[src/rtl/noc_router_pkg.sv]
// Shared router types: arbiter FSM encoding and default channel geometry.
// Pure declarations, no logic.
package noc_router_pkg;

  localparam int NUM_VC_DEF = 4;
  localparam int DATA_W_DEF = 32;

  typedef enum logic {
    IDLE   = 1'b0,
    LOCKED = 1'b1
  } arb_state_t;

endpackage

[src/rtl/vc_sw_arbiter_rr_pick.sv]
// Round-robin selector: first requester at or after ptr, ascending with wrap.
// Purely combinational, no backpressure.
module rr_pick
  import noc_router_pkg::*;
#(
  parameter int N = NUM_VC_DEF
) (
  input  logic [N-1:0]         req,
  input  logic [$clog2(N)-1:0] ptr,
  output logic [$clog2(N)-1:0] gnt_idx,
  output logic                 gnt_any
);

  localparam int PW = $clog2(N);

  logic [PW-1:0] idx;

  // Walk offsets from the far end so the nearest requester to ptr wins last.
  always_comb begin
    gnt_idx = '0;
    gnt_any = 1'b0;
    idx     = '0;
    for (int i = N - 1; i >= 0; i--) begin
      idx = PW'((int'(ptr) + i) % N);
      if (req[idx]) begin
        gnt_idx = idx;
        gnt_any = 1'b1;
      end
    end
  end

endmodule

[src/rtl/vc_sw_arbiter.sv]
// Wormhole VC-to-switch arbiter: 1-cycle grant, then the locked VC streams to out_ready until its tail.
// Optional 16-bit tail-transfer counter port when VC_ARB_PKTCNT_EN is defined.
module vc_sw_arbiter
  import noc_router_pkg::*;
#(
  parameter int NUM_VC = NUM_VC_DEF,
  parameter int DATA_W = DATA_W_DEF
) (
  input  logic                       clk,
  input  logic                       reset_n,
  input  logic [NUM_VC-1:0]          vc_valid,
  input  logic [NUM_VC*DATA_W-1:0]   vc_data,
  input  logic [NUM_VC-1:0]          vc_head,
  input  logic [NUM_VC-1:0]          vc_tail,
  output logic [NUM_VC-1:0]          vc_ready,
  output logic [DATA_W-1:0]          out_data,
  output logic                       out_head,
  output logic                       out_tail,
  output logic                       out_valid,
  input  logic                       out_ready,
  output logic [$clog2(NUM_VC)-1:0]  out_vc,
  output logic                       err_nohead
`ifdef VC_ARB_PKTCNT_EN
  ,
  output logic [15:0]                pkt_count
`endif
);

  localparam int VW = $clog2(NUM_VC);

  arb_state_t    state, state_nxt;
  logic [VW-1:0] lock_vc, lock_vc_nxt;
  logic [VW-1:0] rr_ptr, rr_ptr_nxt;
  logic [VW-1:0] pick_idx;
  logic          pick_any;
  logic          locked;
  logic          tail_xfer;

  rr_pick #(.N(NUM_VC)) u_rr_pick (
    .req     (vc_valid & vc_head),
    .ptr     (rr_ptr),
    .gnt_idx (pick_idx),
    .gnt_any (pick_any)
  );

  assign locked    = (state == LOCKED);
  assign out_vc    = lock_vc;
  assign tail_xfer = out_valid & out_ready & out_tail;

  // Output mux is zeroed in IDLE so nothing leaks onto the switch between packets.
  always_comb begin
    out_valid = 1'b0;
    out_data  = '0;
    out_head  = 1'b0;
    out_tail  = 1'b0;
    vc_ready  = '0;
    for (int i = 0; i < NUM_VC; i++) begin
      if (locked && lock_vc == VW'(i)) begin
        out_valid   = vc_valid[i];
        out_data    = vc_data[i*DATA_W +: DATA_W];
        out_head    = vc_head[i];
        out_tail    = vc_tail[i];
        vc_ready[i] = out_ready & vc_valid[i];
      end
    end
  end

  always_comb begin
    state_nxt   = state;
    lock_vc_nxt = lock_vc;
    rr_ptr_nxt  = rr_ptr;
    case (state)
      IDLE: begin
        if (pick_any) begin
          state_nxt   = LOCKED;
          lock_vc_nxt = pick_idx;
        end
      end
      LOCKED: begin
        if (tail_xfer) begin
          state_nxt  = IDLE;
          rr_ptr_nxt = (lock_vc == VW'(NUM_VC - 1)) ? '0 : lock_vc + 1'b1;
        end
      end
      default: state_nxt = IDLE;
    endcase
  end

  always_ff @(posedge clk or negedge reset_n) begin
    if (!reset_n) begin
      state      <= IDLE;
      lock_vc    <= '0;
      rr_ptr     <= '0;
      err_nohead <= 1'b0;
    end else begin
      state      <= state_nxt;
      lock_vc    <= lock_vc_nxt;
      rr_ptr     <= rr_ptr_nxt;
      // A body flit at the head of a VC while idle means a lost head.
      err_nohead <= err_nohead | (~locked & |(vc_valid & ~vc_head));
    end
  end

`ifdef VC_ARB_PKTCNT_EN
  always_ff @(posedge clk or negedge reset_n) begin
    if (!reset_n) begin
      pkt_count <= '0;
    end else if (tail_xfer) begin
      pkt_count <= pkt_count + 16'd1;
    end
  end
`endif

endmodule

[config.mk]
export PLATFORM = sky130hd
export DESIGN_NAME = vc_sw_arbiter
export DESIGN_NICKNAME = d
export VERILOG_FILES = /design/src/rtl/noc_router_pkg.sv /design/src/rtl/vc_sw_arbiter_rr_pick.sv /design/src/rtl/vc_sw_arbiter.sv
export SDC_FILE = /design/constraint.sdc
export NUM_CORES = 1
export LEC_CHECK = 0
export BUFFER_PORTS_ARGS = -buffer_cell sky130_fd_sc_hd__buf_2
export CORE_UTILIZATION = 31
export CTS_CLUSTER_SIZE = 30
export DETAILED_ROUTE_END_ITERATION = 8
export PLACE_DENSITY = 0.89
export SLEW_MARGIN = 20
export SYNTH_ARGS = -nofsm -noshare
export SYNTH_HDL_FRONTEND = slang
export SYNTH_SLANG_ARGS = --single-unit
[constraint.sdc]
create_clock -name clk -period 2.38 [get_ports clk]
set_input_delay 0.714 -clock clk [delete_from_list [all_inputs] [get_ports clk]]
set_output_delay 0.714 -clock clk [all_outputs]
set_load 0.01 [all_outputs]
# Yosys cells after proc, flatten, opt, wreduce, memory -nomap -nowiden
# Index checks and enable logic that the tools add are counted.
# word_totals
register_bits,6
latchBits,0
ramBits,0
mem_bits_ro,0
output_inout_bits,42
n_memories,0
# classes
n_addsub,4
multipliers,0
n_div,0
order_cmp,4
n_eq_ne,3
shifts,0
n_mux,40
bitwise_logic,12
n_reduce_logical,8
# op_table
cell,count
two-way mux 32 bit,4
two-way mux 1 bit,26
less-than comparator 2 x 3 -> 1 bit (second input constant),4
two-way mux 2 bit,5
bitwise AND 4 bit,2
binary-select mux 1 bit (select 2 bit),4
bitwise AND 1 bit,7
adder 2 x 1 -> 2 bit (second input constant),2
adder 2 bit (second input constant),2
equality test 2 bit (second input constant),2
logical AND 1 bit,4
NOT 4 bit,1
AND reduction 2 bit,2
OR reduction 4 bit,1
equality test 2 x 1 -> 1 bit (second input constant),1
zero test 2 bit,1
one-hot mux 1 bit (2 select lines),1
NOT 1 bit,1
bitwise OR 1 bit,1

# Logic depth before layout (Yosys ltp)
# Gate-level depths: netlist of the first run.
# depth
depth_word,10
mapped_depth,8

# Cells and area by module
# Synthesis of the first run repeated with hierarchy kept, for this count alone.
# unflattened
cells_unflattened,229
hier_area_um2,1465.2
# by_module_without_submodules
module,n_inst,cells_each,area_per_inst_um2,seq_area_each_um2
vc_sw_arbiter,1,216,1387.6,150.1
rr_pick,1,13,77.6,0.0

# Worst setup path after synthesis of the first run
# OpenSTA, ideal clock, no wires.
# synth_path
path_kind,register -> output
start,"reg lock_vc[1], in the netlist out_vc[1]"
end,out out_data[10]
arrival_ns,1.670
setup_slack_ns,-0.004
stages_incl_launch_ff,9
path_buffers,2
path_cell_list,dfrtp_1 -> inv_1 -> ha_1 -> and2_1 -> buf_2 -> buf_2 -> a221o_1 -> o21ai_1 -> o21ai_1
# synth_via
elab_chain_cells,6
# synth_rtl
item,line,source
from (decl),vc_sw_arbiter.sv:32,"logic [VW-1:0] lock_vc, lock_vc_nxt;"
from (signal assigned),vc_sw_arbiter.sv:97,lock_vc <= lock_vc_nxt;
zero test 2 bit,vc_sw_arbiter.sv:58,if (locked && lock_vc == VW'(i)) begin
logical AND 1 bit,vc_sw_arbiter.sv:58,
two-way mux 32 bit (3 in a row),vc_sw_arbiter.sv:58,
two-way mux 32 bit (*),vc_sw_arbiter.sv:58,
to (decl),vc_sw_arbiter.sv:16,"output logic [DATA_W-1:0] out_data,"
# Every way passes the cells marked *; elsewhere a longest branch is shown, timed or not.

# Worst setup path in the final report of the first run
# layout_path
start,"reg lock_vc[0], in the netlist out_vc[0]"
end,out out_data[5]
# The elaborated chain is that of the path after synthesis.

==> results.sh, run 1 <==
export IMPL_synth_cell_types=37
export IMPL_hold_violations=0
export IMPL_post_drt_wl_per_cell_um=15.1
export IMPL_critPathRequiredTime_ps=1670
export IMPL_syn_num_nets=377
export IMPL_layout_commonest_cell="buf_2"
export IMPL_synthTopCellsByArea="a221o_1 21%, o21ai_1 19%, nand2_1 10%, dfrtp_1 9.7%, buf_6 4.4%"
export IMPL_synth_area_leader_cell="a221o_1"
export IMPL_synth_xor_area_share=0
export IMPL_p_per_area_nw_per_um2=1320
export IMPL_synth_seq_cells=6
export IMPL_post_drt_via_cell_ratio=5.41
export IMPL_arrival_ps=1890
export IMPL_hpwl_mm=5.50
export IMPL_max_stage_delay_ps=380
export IMPL_ys_warn_count=0
export IMPL_final_antenna_net_count=0
export IMPL_cp_slowest_cell="dfrtp_1"
export IMPL_min_period_over_period=1.09
export IMPL_synthMuxAreaShare=0.0323
export IMPL_multi_input_area_um2=1300
export IMPL_synth_top_family_by_area="compound AO/OA/AOI/OAI gates"
export IMPL_firstDrtPassIters=4
export IMPL_dieArea_um2=5280
export IMPL_synth_top_area_share=0.213
export IMPL_tightestPinTransition_ps=320
export IMPL_path_cells="inv_2 > ha_2 > and3b_2 > buf_12 > a221o_1 > o21ai_2 > o21ai_1 > buf_2"
export IMPL_maxSlewViolCount=0
export IMPL_failed_checks="negative setup slack"
export IMPL_cts_tree="built"
export IMPL_grt_max_degree=35
export IMPL_synth_simple_area_share=0.199
export IMPL_leakagePower_uw=0.00144
export IMPL_clk_latency_ps=230
export IMPL_synth_compound_gate_area_share=0.523
export IMPL_worst_setup_path_start_kind="flip-flop"
export IMPL_fin_ws_ps=-226
export IMPL_seq_area_frac_synth=0.0969
export IMPL_via_count=2645
export IMPL_numCtsBuffers=3
export IMPL_drc=0
export IMPL_synth_fa_ha_area_frac=0.0323
export IMPL_setup_viol=35
export IMPL_drt_iter0_markers=176
export IMPL_die_y_um=72.7
export IMPL_rsz0062_at_grt="true"
export IMPL_num_rows=25
export IMPL_grt_use_total=0.251
export IMPL_hp_class="input pin to async pin"
export IMPL_drv_cap=0
export IMPL_grt_first_pass_wirelength_mm=10.5
export IMPL_synthFlopType="dfrtp_1"
export IMPL_place_congestion=0.888
export IMPL_totalWireLength_mm=7.39
export IMPL_io_pins=185
export IMPL_antenna_found_initial=0
export IMPL_preCtsSetupSlack_ps=-22.7
export IMPL_min_period_ps=2610
export IMPL_grt_overflow_total=0
export IMPL_h_tree_depth=1
export IMPL_max_freq_mhz=384
export IMPL_crit_type="flip-flop to output port"
export IMPL_fin_nets=571
export IMPL_die_w_um=72.7
export IMPL_synth_edff_count=0
export IMPL_cp_max_fo=22
export IMPL_clock_skew_ps=1.27
export IMPL_clkTransAtPathRegs_ps=40
export IMPL_drive_above_1_share=0.557
export IMPL_outcome="finished with violations"
export IMPL_clockBufferDepth=2
export IMPL_syn_inst=230
export IMPL_crit_buf_inv=3
export IMPL_ctsHoldBuffers=0
export IMPL_path_delay_family="compound AO/OA/AOI/OAI gates"
export IMPL_grt_pass1_vias=2337
export IMPL_port_buffers=184
export IMPL_cts_sinks=6
export IMPL_syn2layout_area_growth_pct=81.1
export IMPL_regArea_um2=150
export IMPL_diodes=0
export IMPL_cp_end_kind="output port"
export IMPL_synth_avg_cell_area_um2=6.73
export IMPL_final_cell_mix="183 x buf_2, 61 x o21ai_1, 43 x nand2_1"
export IMPL_synth_area_um2=1550
export IMPL_nFillCells=465
export IMPL_ir_worst_vdd_mv=0.759
export IMPL_ctsRootBufferMaster="clkbuf_8"
export IMPL_relSlewSlack=0.787
export IMPL_async_flop_share=1.00
export IMPL_final_util=0.590
export IMPL_initial_core_util=0.326
export IMPL_core_um2=4750
[final timing paths]
kind / start / to / slack (ps) / cells past startpoint
worst max-delay path: out_vc[0] / out_data[5] / -230 / 8
worst min-delay path: reset_n / out_vc[1] / 310 / 1
worst max register to register: out_vc[1] / rr_ptr[0] / 120 / 13
worst min register to register: err_nohead / err_nohead / 490 / 1
max in group asynchronous: reset_n / rr_ptr[1] / 1920 / 1
min in group clk: err_nohead / err_nohead / 490 / 1
[repair_timing]
item / in CTS / in global routing
gates cloned: 0 / 0
pin swaps: 5 / 5
buffers inserted: 10 / 3
setup endpoints to repair: 35 / 37
resized for setup: 13 / 14
[cells by family (layout without fill, tap and decap cells)]
group,after synthesis,after routing
AOI/OAI and AO/OA,120,120
and+or+nand+nor,65,65
buffers and inverters,31,223
DFF,6,6
adders and majority gates,4,4
muxes,4,4
[layer usage]
| layer | up-vias | wire length, um | global-route usage |
|---|---|---|---|
| li1 | 1266 | - | - |
| met1 | 1201 | 2830 | 0.286 |
| met2 | 156 | 3710 | 0.452 |
| met3 | 22 | 653 | 0.0566 |
| met4 | 0 | 192 | 0.102 |
| met5 | - | 0 | 0 |
[through the flow]
step | hold slack [ps] | TNS (ps) | power, uW | cell area [um^2] | cells
after floorplan | 418 | 0 | 2200 | 1550 | 230
after global placement | 455 | 0 | 3140 | 2580 | 475
after detailed placement | 478 | -61.9 | 3210 | 2580 | 475
after CTS | 312 | -6710 | 3590 | 2750 | 488
after global routing | 313 | -8910 | 3990 | 2810 | 489
final | 308 | -6310 | 3700 | 2810 | 489
[worst register-to-register path, stage by stage (launching register included)]
cell      delay (ps)
dfrtp_1          400
buf_6            140
buf_6            110
ha_4             190
buf_6            130
nand2b_4          60
o31ai_4           60
a31oi_1          180
buf_4            140
buf_4            100
buf_4            100
buf_4            110
nand4_4          100
mux2_4           320
[cells in the mapped netlist (2+ instances only)]
cell type and instances:
and2_1 4, o21bai_1 3, a221o_1 33, nor2_1 3, mux2_4 2, o21ai_0 10, dfrtp_1 6, buf_6 6
inv_1 7, nand3_1 3, a21oi_1 3, buf_4 3, ha_1 4, nand2b_1 2, o21a_1 2, clkbuf_1 9
nand2_1 43, o21ai_1 60, buf_2 6, mux2i_1 2, and3_1 3
[layout make-up]
type | count | share of cell area
Sequential cell | 6 | 0.0535
Tap cell | 67 | 0.0299
Multi-Input combinational cell | 193 | 0.463
Inverter | 7 | 0.00937
Timing Repair Buffer | 213 | 0.430
Clock buffer | 3 | 0.0147
[registers in the layout, indices dropped and copies added (netlist names)]
| register | count |
|---|---|
| locked | 1 |
| out_vc | 2 |
| err_nohead | 1 |
| rr_ptr | 2 |
[power by group]
| part | switching (uW) | internal (uW) |
|---|---|---|
| sequential | 52.3 | 143 |
| combinational | 1690 | 1660 |
| clock | 52.3 | 109 |
| total | 1790 | 1910 |
Power figures use the tool's default switching activity.
==> inputs of run 2 (changes only) <==
--- a/config.mk
+++ b/config.mk
@@ -6,10 +6,12 @@
 export NUM_CORES = 1
 export LEC_CHECK = 0
 export BUFFER_PORTS_ARGS = -buffer_cell sky130_fd_sc_hd__buf_2
+export CORE_MARGIN = 3
 export CORE_UTILIZATION = 31
 export CTS_CLUSTER_SIZE = 30
 export DETAILED_ROUTE_END_ITERATION = 8
 export PLACE_DENSITY = 0.89
+export SKIP_CTS_REPAIR_TIMING = 1
 export SLEW_MARGIN = 20
 export SYNTH_ARGS = -nofsm -noshare
 export SYNTH_HDL_FRONTEND = slang
==> run 2 against run 1 <==
  * The run still ends with negative setup slack left
  * Non-clock buffer count is 5 lower
  * Worst hold slack improved by 6.0 ps
  * Critical endpoint is now out_data[30]
  * Combinational power grew 4%
  * Critical path type unchanged
  * Cell area increased by 2.6%
  * Critical path depth did not move
  * Total power increased by 4.3%
  * Sequential share of layout area decreased by 0.092 points
  * Die area is 11% higher
  * Flip-flop and latch count did not move
  * Setup slack got worse by 71 ps
==> results.sh, run 2 (same netlist as run 1, synthesis figures left out) <==
export IMPL_grt_overflow_total=0
export IMPL_clk_latency_ps=220
export IMPL_h_tree_depth=1
export IMPL_p_per_area_nw_per_um2=1340
export IMPL_worst_setup_path_start_kind="flip-flop"
export IMPL_diodes=0
export IMPL_fin_nets=566
export IMPL_setup_viol=36
export IMPL_io_pins=185
export IMPL_relSlewSlack=0.811
export IMPL_dp_cells=474
export IMPL_port_buffers=184
export IMPL_final_cell_count_no_fill=484
export IMPL_fin_ws_ps=-296
export IMPL_preCtsSetupSlack_ps=-64.4
export IMPL_drc=0
export IMPL_layout_commonest_cell="buf_2"
export IMPL_p_comb_frac=0.907
export IMPL_clockBufferDepth=2
export IMPL_failed_checks="negative setup slack"
export IMPL_path_cells="inv_2 > ha_4 > and3b_2 > clkbuf_16 > a221o_1 > o21ai_1 > o21ai_1 > buf_2"
export IMPL_rsz0062_at_grt="true"
export IMPL_drt_iter0_markers=176
export IMPL_power_frac_seq=0.054
export IMPL_core_um2=4790
export IMPL_via_count=2627
export IMPL_crit_type="flip-flop to output port"
export IMPL_grt_max_degree=35
export IMPL_nFillCells=449
export IMPL_die_w_um=76.7
export IMPL_numCtsBuffers=3
export IMPL_min_period_ps=2680
export IMPL_cts_tree="built"
export IMPL_antenna_found_initial=0
export IMPL_tightestPinTransition_ps=283
export IMPL_post_drt_wl_per_cell_um=16.3
export IMPL_hold_violations=0
export IMPL_hp_class="input pin to async pin"
export IMPL_drive_above_1_share=0.568
export IMPL_p_sw_uw=1850
export IMPL_max_freq_mhz=374
export IMPL_cts_sinks=6
export IMPL_clock_skew_ps=4.44
export IMPL_leakagePower_uw=0.00145
export IMPL_grt_use_total=0.227
export IMPL_cp_slowest_cell="dfrtp_1"
export IMPL_final_util=0.601
export IMPL_ctsRootBufferMaster="clkbuf_8"
export IMPL_max_stage_delay_ps=400
export IMPL_outcome="finished with violations"
export IMPL_final_antenna_net_count=0
export IMPL_grt_pass1_vias=2349
export IMPL_totalWireLength_mm=7.88
export IMPL_num_rows=25
export IMPL_power_total_uw=3860
export IMPL_dieArea_um2=5880
export IMPL_final_cell_mix="183 x buf_2, 61 x o21ai_1, 41 x nand2_1"
export IMPL_p_sw_frac=0.479
export IMPL_p_int_uw=2010
export IMPL_cp_max_fo=16
export IMPL_ir_worst_vdd_mv=0.738
export IMPL_hpwl_mm=5.84
export IMPL_die_y_um=76.7
export IMPL_initial_core_util=0.324
export IMPL_place_congestion=0.939
export IMPL_cp_end_kind="output port"
export IMPL_drv_cap=0
export IMPL_syn2layout_area_growth_pct=85.8
export IMPL_clkTransAtPathRegs_ps=40
export IMPL_clkPwrFrac=0.039
export IMPL_firstDrtPassIters=4
export IMPL_arrival_ps=1960
export IMPL_path_common_cell="o21ai_1"
export IMPL_post_drt_via_cell_ratio=5.43
export IMPL_grt_first_pass_wirelength_mm=11.3
export IMPL_maxSlewViolCount=0
export IMPL_min_period_over_period=1.12
export IMPL_critPathRequiredTime_ps=1670
==> run 2: worst max-delay path, delay by kind of cell, from the launching register on <==
family                   cells  cell delay (ps)
buffers and inverters        3              460
AO/OA/AOI/OAI                3              450
flip-flops                   1              400
AND/OR/NAND/NOR              1              270
adder cells (fa/ha/maj)      1              150
==> run 2: layer usage <==
metal	up-vias	share of wire	wire (um)	global-route usage
met5	-	0	0	0
met4	0	0.014	112	0.0417
met3	14	0.081	635	0.0387
met2	134	0.51	4020	0.410
met1	1222	0.39	3110	0.282
li1	1257	-	-	-
==> run 2: area by class of cell <==
cell class / instances / area (um^2) / share of cell area
timing repair buffer: 208 / 1260 / 0.439
multi-input combinational: 193 / 1310 / 0.456
clock buffer: 3 / 41.3 / 0.0143
tap: 67 / 83.8 / 0.0291
sequential: 6 / 151 / 0.0526
inverter: 7 / 26.3 / 0.00913
==> run 2: metrics by stage <==
step,hold slack (ps),TNS [ps],instance area (um^2)
final,314,-8970,2880
after global routing,317,-11820,2880
after CTS,314,-8410,2650
after detailed placement,482,-365,2610
after global placement,455,0,2610
after floorplan,418,0,1550
==> run 2: final timing paths <==
| kind | slack, ps | from | endpoint | cells after the start |
|---|---|---|---|---|
| min | 310 | reset_n | err_nohead | 1 |
| min reg2reg | 490 | err_nohead | err_nohead | 1 |
| max | -300 | out_vc[1] | out_data[30] | 8 |
| max reg2reg | 440 | out_vc[0] | rr_ptr[0] | 9 |
| min in group clk | 490 | err_nohead | err_nohead | 1 |
| max in group asynchronous | 1890 | reset_n | out_vc[0] | 1 |
==> run 2: power groups by stage <==
| stage | Combinational (uW) | Sequential, uW | Clock (uW) |
|---|---|---|---|
| after floorplan | 2010 | 189 | 0 |
| after global placement | 2990 | 193 | 0 |
| after detailed placement | 3060 | 200 | 0 |
| after CTS | 3070 | 199 | 155 |
| after global routing | 3800 | 219 | 161 |
| final | 3500 | 209 | 151 |
==> inputs of run 3 (changes only) <==
--- a/config.mk
+++ b/config.mk
@@ -6,8 +6,7 @@
 export NUM_CORES = 1
 export LEC_CHECK = 0
 export BUFFER_PORTS_ARGS = -buffer_cell sky130_fd_sc_hd__buf_2
-export CORE_MARGIN = 3
-export CORE_UTILIZATION = 31
+export CORE_UTILIZATION = 30
 export CTS_CLUSTER_SIZE = 30
 export DETAILED_ROUTE_END_ITERATION = 8
 export PLACE_DENSITY = 0.89
@@ -15,4 +14,5 @@
 export SLEW_MARGIN = 20
 export SYNTH_ARGS = -nofsm -noshare
 export SYNTH_HDL_FRONTEND = slang
+export SYNTH_HIERARCHICAL = 1
 export SYNTH_SLANG_ARGS = --single-unit
==> run 3 against run 2 <==
  * The flow still finishes with violations (negative setup slack)
  * Non-clock buffer count rose by 9
  * Die area fell by 12%
  * Clock skew rose by 4.8 ps
  * Utilization rose by 8.1 points
  * Combinational power rose by 29%
  * Register-to-register slack got worse by 50 ps
  * Critical path depth rose by 1
  * Setup slack improved by 150 ps
  * Via count rose by 5.0%
  * Flip-flop and latch count did not move
  * Highest routed layer is now met5
==> results.sh, run 3 <==
export IMPL_max_stage_delay_ps=410
export IMPL_crit_end="out_data[31]"
export IMPL_synthTopCellsByArea="o21ai_0 23%, a221oi_1 20%, nand3_1 11%, dfrtp_1 10%, clkbuf_1 4.4%"
export IMPL_critPathRequiredTime_ps=1670
export IMPL_die_w_um=71.9
export IMPL_final_cell_count_no_fill=491
export IMPL_crit_type="flip-flop to output port"
export IMPL_dieArea_um2=5170
export IMPL_core_um2=4720
export IMPL_min_period_over_period=1.06
export IMPL_post_drt_wl_per_cell_um=16.6
export IMPL_async_flop_share=1.00
export IMPL_worst_setup_path_start_kind="flip-flop"
export IMPL_clockBufferDepth=2
export IMPL_ctsRootBufferMaster="clkbuf_8"
export IMPL_grt_pass1_vias=2289
export IMPL_drv_cap=0
export IMPL_totalWireLength_mm=8.14
export IMPL_h_tree_depth=1
export IMPL_yosys_top_cells_count="68 x o21ai_0, 34 x a221oi_1, 33 x nand3_1"
export IMPL_max_freq_mhz=396
export IMPL_p_per_area_nw_per_um2=1520
export IMPL_ys_warn_count=6
export IMPL_numCtsBuffers=3
export IMPL_rrSetupSlack_ps=390
export IMPL_diodes=0
export IMPL_clkPwrFrac=0.034
export IMPL_reg2reg_to="rr_ptr[1]"
export IMPL_syn_num_nets=376
export IMPL_fin_ws_ps=-148
export IMPL_path_cells="inv_2 > ha_4 > nand2_4 > nor2_4 > buf_6 > clkbuf_16 > a221oi_4 > o21ai_2 > buf_2"
export IMPL_final_cell_mix="184 x buf_2, 37 x o21ai_1, 33 x nand3_1"
export IMPL_p_int_uw=2530
export IMPL_synthFlopType="dfrtp_1"
export IMPL_p_sw_frac=0.483
export IMPL_drc=0
export IMPL_ir_worst_vdd_mv=0.676
export IMPL_cp_slowest_cell="dfrtp_1"
export IMPL_p_sw_uw=2360
export IMPL_via_count=2758
export IMPL_drt_iter0_markers=101
export IMPL_fin_nets=573
export IMPL_hpwl_mm=5.37
export IMPL_final_util=0.682
export IMPL_dp_cells=476
export IMPL_seq_area_frac_synth=0.102
export IMPL_preCtsSetupSlack_ps=-22.6
export IMPL_cp_end_kind="output port"
export IMPL_place_congestion=0.860
export IMPL_syn2layout_area_growth_pct=120
export IMPL_min_period_ps=2530
export IMPL_power_frac_seq=0.045
export IMPL_post_synth_top_count_cell="o21ai_0"
export IMPL_clock_skew_ps=9.26
export IMPL_grt_max_degree=39
export IMPL_syn_inst=229
export IMPL_outcome="finished with violations"
export IMPL_port_buffers=184
export IMPL_grt_use_total=0.249
export IMPL_p_comb_frac=0.921
export IMPL_drive_above_1_share=0.637
export IMPL_antenna_found_initial=1
export IMPL_layout_commonest_cell="buf_2"
export IMPL_synth_seq_cells=6
export IMPL_io_pins=185
export IMPL_clkTransAtPathRegs_ps=40
export IMPL_synth_avg_cell_area_um2=6.40
export IMPL_hold_violations=0
export IMPL_rsz0062_at_grt="true"
export IMPL_nFillCells=386
export IMPL_num_rows=25
export IMPL_grt_first_pass_wirelength_mm=10.4
export IMPL_maxSlewViolCount=0
export IMPL_cp_max_fo=5
export IMPL_holdWs_ps=294
export IMPL_cts_sinks=6
export IMPL_synth_area_um2=1470
export IMPL_post_drt_via_cell_ratio=5.62
export IMPL_relSlewSlack=0.696
export IMPL_synth_edff_count=0
export IMPL_cts_tree="built"
export IMPL_synth_area_leader_cell="o21ai_0"
export IMPL_clk_latency_ps=240
export IMPL_synth_top_area_share=0.232
export IMPL_failed_checks="negative setup slack"
export IMPL_arrival_ps=1810
export IMPL_hp_class="input pin to async pin"
export IMPL_die_y_um=71.9
export IMPL_reg2reg_from="out_vc[1]"
export IMPL_tightestPinTransition_ps=444
export IMPL_setup_viol=35
export IMPL_r2r_cells=8
export IMPL_firstDrtPassIters=5
export IMPL_leakagePower_uw=0.00153
export IMPL_synth_cell_types=29
export IMPL_grt_overflow_total=0
export IMPL_initial_core_util=0.310
export IMPL_crit_path_start="out_vc[1]"
export IMPL_final_antenna_net_count=0
-- run 3: cell types whose count changed after synthesis, sizes merged, moves of 3 or more --
cell    change
and2        +3
nor2b       +3
buf         -7
clkbuf      +8
nand3      +30
nor2        +4
a221oi     +33
a221o      -33
nand2      -32
-- run 3: cell families after synthesis --
group                      synth area share
muxes                                0.0171
AOI/OAI and AO/OA                     0.498
buffers and inverters                0.0880
and+or+nand+nor                       0.260
DFF                                   0.102
adders and majority gates            0.0342
-- run 3: area by class of cell --
type / instances / area [um^2] / area share
repair buffers: 217 / 1370 / 0.425
multi-input cells: 192 / 1550 / 0.482
well taps: 67 / 83.8 / 0.0260
inverters: 6 / 22.5 / 0.00699
flip-flops and latches: 6 / 151 / 0.0470
clock buffers: 3 / 41.3 / 0.0128
-- run 3: how the worst min path moves through the flow --
stage / from / endpoint / slack, ps / depth (start not counted)
3_3_place_gp: err_nohead / err_nohead / 460 / 1
6_report: reset_n / err_nohead / 290 / 1
5_1_grt: reset_n / rr_ptr[0] / 300 / 1
4_1_cts: reset_n / err_nohead / 300 / 1
2_1_floorplan: reset_n / err_nohead / 420 / 0
3_5_place_dp: err_nohead / err_nohead / 460 / 1
-- run 3: metrics by stage --
stage	TNS, ps	power [uW]	instance area [um^2]
final	-3630	4890	3220
after global routing	-5610	5210	3220
after CTS	-6190	3470	2620
after detailed placement	-22.6	3290	2570
after global placement	0	3230	2570
after floorplan	0	1970	1470
-- run 3: critical path, delay by kind of cell (launching register included) --
| kind | cells | cell delay (ps) |
|---|---|---|
| buffers and inverters | 4 | 590 |
| DFF | 1 | 410 |
| and+or+nand+nor | 2 | 210 |
| AOI/OAI and AO/OA | 2 | 210 |
| adders and majority gates | 1 | 160 |
-- run 3: routing by layer --
layer / routed length (um) / up-vias / GRT usage
li1: - / 1292 / -
met1: 3230 / 1286 / 0.291
met2: 4200 / 154 / 0.447
met3: 513 / 24 / 0.0380
met4: 189 / 2 / 0.109
met5: 13 / - / 0
-- run 3: power by group through the flow --
stage | Combinational (uW) | Clock, uW | Sequential [uW]
5_1_grt | 4820 | 169 | 229
4_1_cts | 3100 | 166 | 206
2_1_floorplan | 1760 | 0 | 206
6_report | 4500 | 165 | 221
3_3_place_gp | 3020 | 0 | 203
3_5_place_dp | 3090 | 0 | 206
